## src/rtl/arm_isa_pkg.sv

```systemverilog
// Shared ISA encodings for the encoder and the ID-stage decoder.
// Modes, opcodes, ALU commands and field positions.
package arm_isa_pkg;

  localparam logic [1:0] MODE_DP  = 2'b00;
  localparam logic [1:0] MODE_MEM = 2'b01;
  localparam logic [1:0] MODE_BR  = 2'b10;
  localparam logic [1:0] MODE_NOP = 2'b11;

  localparam logic [3:0] OP_AND = 4'b0000;
  localparam logic [3:0] OP_EOR = 4'b0001;
  localparam logic [3:0] OP_SUB = 4'b0010;
  localparam logic [3:0] OP_ADD = 4'b0100;
  localparam logic [3:0] OP_ADC = 4'b0101;
  localparam logic [3:0] OP_SBC = 4'b0110;
  localparam logic [3:0] OP_TST = 4'b1000;
  localparam logic [3:0] OP_CMP = 4'b1010;
  localparam logic [3:0] OP_ORR = 4'b1100;
  localparam logic [3:0] OP_MOV = 4'b1101;
  localparam logic [3:0] OP_MVN = 4'b1111;

  localparam logic [3:0] CMD_NOP = 4'b0000;
  localparam logic [3:0] CMD_MOV = 4'b0001;
  localparam logic [3:0] CMD_ADD = 4'b0010;
  localparam logic [3:0] CMD_ADC = 4'b0011;
  localparam logic [3:0] CMD_SUB = 4'b0100;
  localparam logic [3:0] CMD_SBC = 4'b0101;
  localparam logic [3:0] CMD_AND = 4'b0110;
  localparam logic [3:0] CMD_ORR = 4'b0111;
  localparam logic [3:0] CMD_EOR = 4'b1000;
  localparam logic [3:0] CMD_MVN = 4'b1001;

  localparam int COND_LSB = 28;
  localparam int MODE_LSB = 26;
  localparam int IMM_BIT  = 25;
  localparam int OPC_LSB  = 21;
  localparam int S_BIT    = 20;
  localparam int RN_LSB   = 16;
  localparam int RD_LSB   = 12;

  typedef struct packed {
    logic [3:0]  exe_cmd;
    logic        mem_r_en;
    logic        mem_w_en;
    logic        wb_en;
    logic        b;
    logic        s;
    logic [3:0]  cond;
    logic        imm_i;
    logic [3:0]  rn;
    logic [3:0]  rd;
    logic [11:0] shifter;
    logic [23:0] imm24;
  } enc_req_t;

  typedef struct packed {
    logic        legal;
    logic [31:0] word;
  } enc_res_t;

endpackage

```

## src/rtl/instr_fifo2.sv

```systemverilog
// Two-entry FIFO with registered head.
// in_ready depends only on the entry count.
module instr_fifo2 #(
  parameter int W = 64
) (
  input  logic         clk,
  input  logic         rst_n,
  input  logic         in_valid,
  output logic         in_ready,
  input  logic [W-1:0] in_data,
  output logic         out_valid,
  input  logic         out_ready,
  output logic [W-1:0] out_data
);

  logic [1:0]   r_cnt;
  logic [W-1:0] r_head;
  logic [W-1:0] r_tail;
  logic         w_push;
  logic         w_pop;

  assign in_ready  = (r_cnt != 2'd2);
  assign out_valid = (r_cnt != 2'd0);
  assign out_data  = r_head;
  assign w_push    = in_valid && in_ready;
  assign w_pop     = out_valid && out_ready;

  // Head/tail update; push+pop only occurs at count 1.
  always_ff @(posedge clk or negedge rst_n) begin
    if (!rst_n) begin
      r_cnt  <= 2'd0;
      r_head <= '0;
      r_tail <= '0;
    end else begin
      case ({w_pop, w_push})
        2'b01: begin
          if (r_cnt == 2'd0) r_head <= in_data;
          else               r_tail <= in_data;
          r_cnt <= r_cnt + 2'd1;
        end
        2'b10: begin
          r_head <= r_tail;
          r_cnt  <= r_cnt - 2'd1;
        end
        2'b11: r_head <= in_data;
        default: ;
      endcase
    end
  end

endmodule

```

## src/rtl/arm_instr_encoder.sv

```systemverilog
// Packs control bundles into 32-bit instruction words
// tagged with an auto-incrementing byte address.
module arm_instr_encoder
  import arm_isa_pkg::*;
#(
  parameter int ADDR_W = 32
) (
  input  logic              clk,
  input  logic              rst_n,
  input  logic              in_valid,
  output logic              in_ready,
  input  logic [3:0]        exe_cmd,
  input  logic              mem_r_en,
  input  logic              mem_w_en,
  input  logic              wb_en,
  input  logic              b,
  input  logic              s,
  input  logic [3:0]        cond,
  input  logic              imm_i,
  input  logic [3:0]        rn,
  input  logic [3:0]        rd,
  input  logic [11:0]       shifter,
  input  logic [23:0]       imm24,
  input  logic              base_load,
  input  logic [ADDR_W-1:0] base_addr,
  input  logic              err_clr,
  output logic              out_valid,
  input  logic              out_ready,
  output logic [31:0]       out_word,
  output logic [ADDR_W-1:0] out_addr,
  output logic              illegal_seen
);

  function automatic enc_res_t encode(enc_req_t r);
    enc_res_t   res;
    logic [3:0] opc;
    logic       nop;
    res = '0;
    opc = OP_AND;
    nop = 1'b0;
    case ({r.mem_r_en, r.mem_w_en, r.b})
      3'b000: begin
        res.legal = r.wb_en;
        case (r.exe_cmd)
          CMD_NOP: begin nop = 1'b1; res.legal = !r.wb_en; end
          CMD_MOV: opc = OP_MOV;
          CMD_MVN: opc = OP_MVN;
          CMD_ADD: opc = OP_ADD;
          CMD_ADC: opc = OP_ADC;
          CMD_SBC: opc = OP_SBC;
          CMD_ORR: opc = OP_ORR;
          CMD_EOR: opc = OP_EOR;
          CMD_SUB: begin
            opc = r.wb_en ? OP_SUB : OP_CMP;
            res.legal = 1'b1;
          end
          CMD_AND: begin
            opc = r.wb_en ? OP_AND : OP_TST;
            res.legal = 1'b1;
          end
          default: res.legal = 1'b0;
        endcase
        if (nop)
          res.word = {r.cond, MODE_NOP, 26'b0};
        else
          res.word = {r.cond, MODE_DP, r.imm_i, opc, r.s,
                      r.rn, r.rd, r.shifter};
      end
      3'b100: begin
        res.legal = r.wb_en;
        res.word  = {r.cond, MODE_MEM, r.imm_i, OP_ADD, 1'b1,
                     r.rn, r.rd, r.shifter};
      end
      3'b010: begin
        res.legal = !r.wb_en;
        res.word  = {r.cond, MODE_MEM, r.imm_i, OP_ADD, 1'b0,
                     r.rn, r.rd, r.shifter};
      end
      3'b001: begin
        res.legal = !r.wb_en;
        res.word  = {r.cond, MODE_BR, 1'b1, 1'b0, r.imm24};
      end
      default: res.legal = 1'b0;
    endcase
    if (!res.legal) res.word = '0;
    return res;
  endfunction

  enc_req_t          w_req;
  enc_res_t          w_res;
  logic              w_fire;
  logic              w_push;
  logic [ADDR_W-1:0] w_tag;
  logic [ADDR_W-1:0] r_addr;
  logic              r_ill;

  assign w_req = {exe_cmd, mem_r_en, mem_w_en, wb_en, b, s,
                  cond, imm_i, rn, rd, shifter, imm24};
  assign w_res  = encode(w_req);
  assign w_fire = in_valid && in_ready;
  assign w_push = w_fire && w_res.legal;
  assign w_tag  = base_load ? base_addr : r_addr;
  assign illegal_seen = r_ill;

  // Address counter: base_load wins, push advances past the tag.
  always_ff @(posedge clk or negedge rst_n) begin
    if (!rst_n)         r_addr <= '0;
    else if (w_push)    r_addr <= w_tag + ADDR_W'(4);
    else if (base_load) r_addr <= base_addr;
  end

  // Sticky illegal flag; a new illegal request beats err_clr.
  always_ff @(posedge clk or negedge rst_n) begin
    if (!rst_n)                      r_ill <= 1'b0;
    else if (w_fire && !w_res.legal) r_ill <= 1'b1;
    else if (err_clr)                r_ill <= 1'b0;
  end

  instr_fifo2 #(.W(32 + ADDR_W)) u_fifo (
    .clk       (clk),
    .rst_n     (rst_n),
    .in_valid  (w_push),
    .in_ready  (in_ready),
    .in_data   ({w_res.word, w_tag}),
    .out_valid (out_valid),
    .out_ready (out_ready),
    .out_data  ({out_word, out_addr})
  );

endmodule

```

## config.mk

```make
export PLATFORM = sky130hd
export DESIGN_NAME = arm_instr_encoder
export DESIGN_NICKNAME = d
export VERILOG_FILES = /design/src/rtl/arm_isa_pkg.sv /design/src/rtl/instr_fifo2.sv /design/src/rtl/arm_instr_encoder.sv
export SDC_FILE = /design/constraint.sdc
export NUM_CORES = 1
export LEC_CHECK = 0
export CAP_MARGIN = 20
export CORE_UTILIZATION = 30
export DETAILED_ROUTE_END_ITERATION = 8
export PLACE_DENSITY = 0.62
export SETUP_SLACK_MARGIN = 0.02
export SLEW_MARGIN = 15
export SYNTH_ARGS = -nofsm -noshare
export SYNTH_HDL_FRONTEND = slang
export SYNTH_SLANG_ARGS = --single-unit
```

## constraint.sdc

```tcl
create_clock -name clk -period 2.85 [get_ports clk]
set_clock_uncertainty 0.2 [all_clocks]
set_input_delay 0.4275 -clock clk [delete_from_list [all_inputs] [get_ports clk]]
set_output_delay 0.4275 -clock clk [all_outputs]
set_load 0.02 [all_outputs]
```

==> impl_metrics.yaml <==
clocking:
  htreeDepth: 4
  clk_path_buf_depth: 2
  clk_pin_slew_worst_paths_ps: 70
  insertion_delay_ps: 430
  cts_tree: "yes"
  root_buffer: "clkbuf_16"
  cts_buffers: 17
  clock_sinks: 163
job:
  drv_cap: 0
sta:
  tns_ps: 0
  timing.final.ws_setup_ps: 59.19
  grt_setup_unrepaired: "true"
  fmax_mhz: 358.3
  slew_viol_final: 0
  hold_viol_final: 0
  timing.hold.ws_ps: 278.2
  slew_headroom_pct: 59.96
  min_period_over_period_pct: 97.92
  setup_viol: 0
  worst_pin_slew_ps: 599.3
  finalCriticalPeriod_ps: 2791
worst_setup_path:
  reg2reg_depth: 7
  end_kind: "register"
  setup.worst_path.class: "in -> reg"
  cp.arrival_ps: 2930
  critPathMostFrequentCell: "or4_4"
  worstPathCellList: "dlygate4sd2_1 -> or4_4 -> o211a_4 -> o32a_4 -> ha_4 -> buf_6 -> or4_4 -> o221ai_2"
  reg2reg_slack_ps: 310
  crit_fanout: 8
  crit_slowest_cell: "or4_4"
  startpoint_type: "primary input"
  required_ps: 2990
  cp_slowest_stage_delay_ps: 580
finish:
  drive_gt1_share_pct: 18.85
  antenna_cells: 0
  stdcell_area_um2: 11560
  area_growth_pct: 42.99
  nets: 1116
  n_fill_cell: 2502
synthesis:
  ys_warn_count: 0
  yosysTopAreaCellShare_pct: 50.43
  ys_seq_area_share_pct: 50.43
  ys_ff_latch: 163
  async_flop_share_pct: 100.0
  synth_area_leader_cell: "dfrtp_1"
  postSynthAreaPerCell_um2: 9.973
  syn_nets: 910
  syn-cell-area_um2: 8088
  synth_edf_count: 0
  syn_inst: 811
  synth_cell_type_count: 57
  ys.flop_type: "dfrtp_1"
  synth_top_cells_by_area: "dfrtp_1 50%, nand2_1 6.8%, mux2_2 5.2%, o21ai_0 5.0%, mux2i_1 4.0%"
min_path:
  holdPathStages: 2
  min_path_type: "reg -> reg"
floorplan:
  dieArea_um2: 27620
  core_area_um2: 26280
  die_y_um: 166.2
  pin_count: 163
  rows: 59
  start_util_pct: 30.78
  die_x_um: 166.2
pwr:
  p_leak_uw: 0.004769
  power_switching_uw: 3677
  clkPwrFrac_pct: 24.0
  internal_power_uw: 6858
  powerDensity_nw_per_um2: 911.0
  power_frac_comb_pct: 41.6
  vdd_drop_max_mv: 0.4640
  swShare_pct: 34.90
  seqPwrFrac_pct: 34.4
grt:
  grt_pass1_vias: 6511
  grt-ovfl-total: 0
  antenna_found_initial: 0
  grt_pass1_wl_um: 35510
  grt_use_total_pct: 16.15
  grt_max_degree: 61
status:
  status: "finished, violations left"
  violations: "design-rule violations"
placed_design:
  post-dp-hpwl_um: 15470
  dpl_cell_area_um2: 10810
  post-place-ws_ps: -663.7
  gp_congestion: 0.8443
  port_buffers: 162
detailed_routing:
  wirelength_um: 22030
  vias_per_cell: 4.940
  routedWlPerCell_um: 16.15
  drt_iter0_markers: 409
  drcViolationCount: 15
  firstDrtPassIters: 6
  ant_nets: 0
  via_count: 6738
==> power by group through the flow <==
| stage | Combinational (µW) | Clock [µW] | Sequential (µW) |
|---|---|---|---|
| floorplan | 2090 | 0 | 4050 |
| global placement | 4280 | 0 | 3660 |
| detailed placement | 4350 | 0 | 3650 |
| CTS | 4370 | 2590 | 3630 |
| global route | 4760 | 2680 | 3720 |
| finish | 4390 | 2530 | 3620 |
==> metal layers <==
metal | part of all wire [%] | global-route usage, % | vias to the layer above
li1 | - | - | 3317
met1 | 49 | 23.27 | 3232
met5 | 0 | 0 | -
met2 | 45 | 24.69 | 174
met3 | 5.3 | 3.622 | 15
met4 | 0.74 | 3.291 | 0
==> repair_timing <==
action	in CTS	in global routing
setup buffers	1	5
hold buffers	1	0
gates cloned	0	1
hold endpoints to repair	44	0
setup endpoints to repair	126	118
pin swaps	0	7
gates resized for setup	6	11
==> cell usage in the layout (no fill, tap or decap), types with 4 or more instances in the layout <==
master           instances
clkdlybuf4s50_1        155
nand2_1                145
o221ai_2                 4
nand2b_1                14
nand4_1                  4
nor3_1                  12
a22oi_1                 23
nand3b_1                 4
buf_4                   70
inv_6                    4
nor4_2                  11
bufinv_16                4
or3_1                   21
a21oi_1                 28
o21ai_0                 51
xnor2_1                 30
nand3_1                  7
a31oi_1                 23
inv_1                   10
nor2_1                  17
dfrtp_1                163
mux2_2                   7
o21ai_1                 31
buf_12                  14
mux2_4                  30
o31ai_1                 25
clkbuf_16               18
mux2i_1                 32
==> cell families (layout without fill, tap and decap cells) <==
kind of cell / Yosys count / in the layout / synth area share [%]
mux: 69 / 69 / 9.112
simple gates: 258 / 258 / 15.90
flops: 163 / 163 / 50.43
buf+inv: 72 / 290 / 3.852
fa+ha+maj: 3 / 3 / 0.4642
xor+xnor: 32 / 32 / 3.465
compound gates: 214 / 214 / 16.77
==> state kept, by name (all words and copies together), names as in the netlist <==
name / count
r_addr: 32
u_fifo.out_data: 64
u_fifo.r_cnt: 2
illegal_seen: 1
u_fifo.r_tail: 64
==> final cells by class <==
class,instances,area (µm²),area share [%]
flip-flops and latches,163,4079,35.27
multi-input cells,576,3921,33.91
repair buffers,249,2464,21.30
clock buffers,17,425.4,3.678
well taps,335,419.2,3.624
clock inverters,14,219.0,1.893
inverters,10,37.54,0.3246
==> synth_stat cells (7+ instances only) <==
| master | instances |
|---|---|
| nor2_1 | 18 |
| nor4_2 | 11 |
| xnor2_1 | 30 |
| nand3_1 | 7 |
| clkbuf_1 | 46 |
| o21ai_0 | 81 |
| nor3_1 | 12 |
| buf_2 | 9 |
| or3_1 | 21 |
| nand2b_1 | 14 |
| mux2i_1 | 32 |
| inv_1 | 10 |
| a22oi_1 | 23 |
| nand2_1 | 147 |
| o31ai_1 | 25 |
| a31oi_1 | 23 |
| dfrtp_1 | 163 |
| mux2_2 | 37 |
| a21oi_1 | 30 |
==> stage by stage <==
stage	util (%)	total power (µW)	cells
floorplan	-	6137	811
global placement	41.14	7936	1325
detailed placement	41.14	8005	1325
CTS	43.71	10590	1358
global route	44.01	11160	1364
finish	44.01	10540	1364
==> critical path: cells and delay by family <==
family	cells	cell delay (ps)
simple gates	2	1040
compound gates	3	830
buf+inv	2	450
fa+ha+maj	1	180
==> worst paths after layout <==
kind / startpoint / end
min in group asynchronous: rst_n / u_fifo.out_data[10]
max: exe_cmd[1] / u_fifo.out_data[59]
max reg2reg: u_fifo.r_cnt[0] / u_fifo.out_data[59]
max in group asynchronous: rst_n / u_fifo.r_tail[58]
min reg2reg: u_fifo.r_tail[46] / u_fifo.r_tail[46]
min: u_fifo.r_tail[46] / u_fifo.r_tail[46]
(Power assumes the default switching activity.)
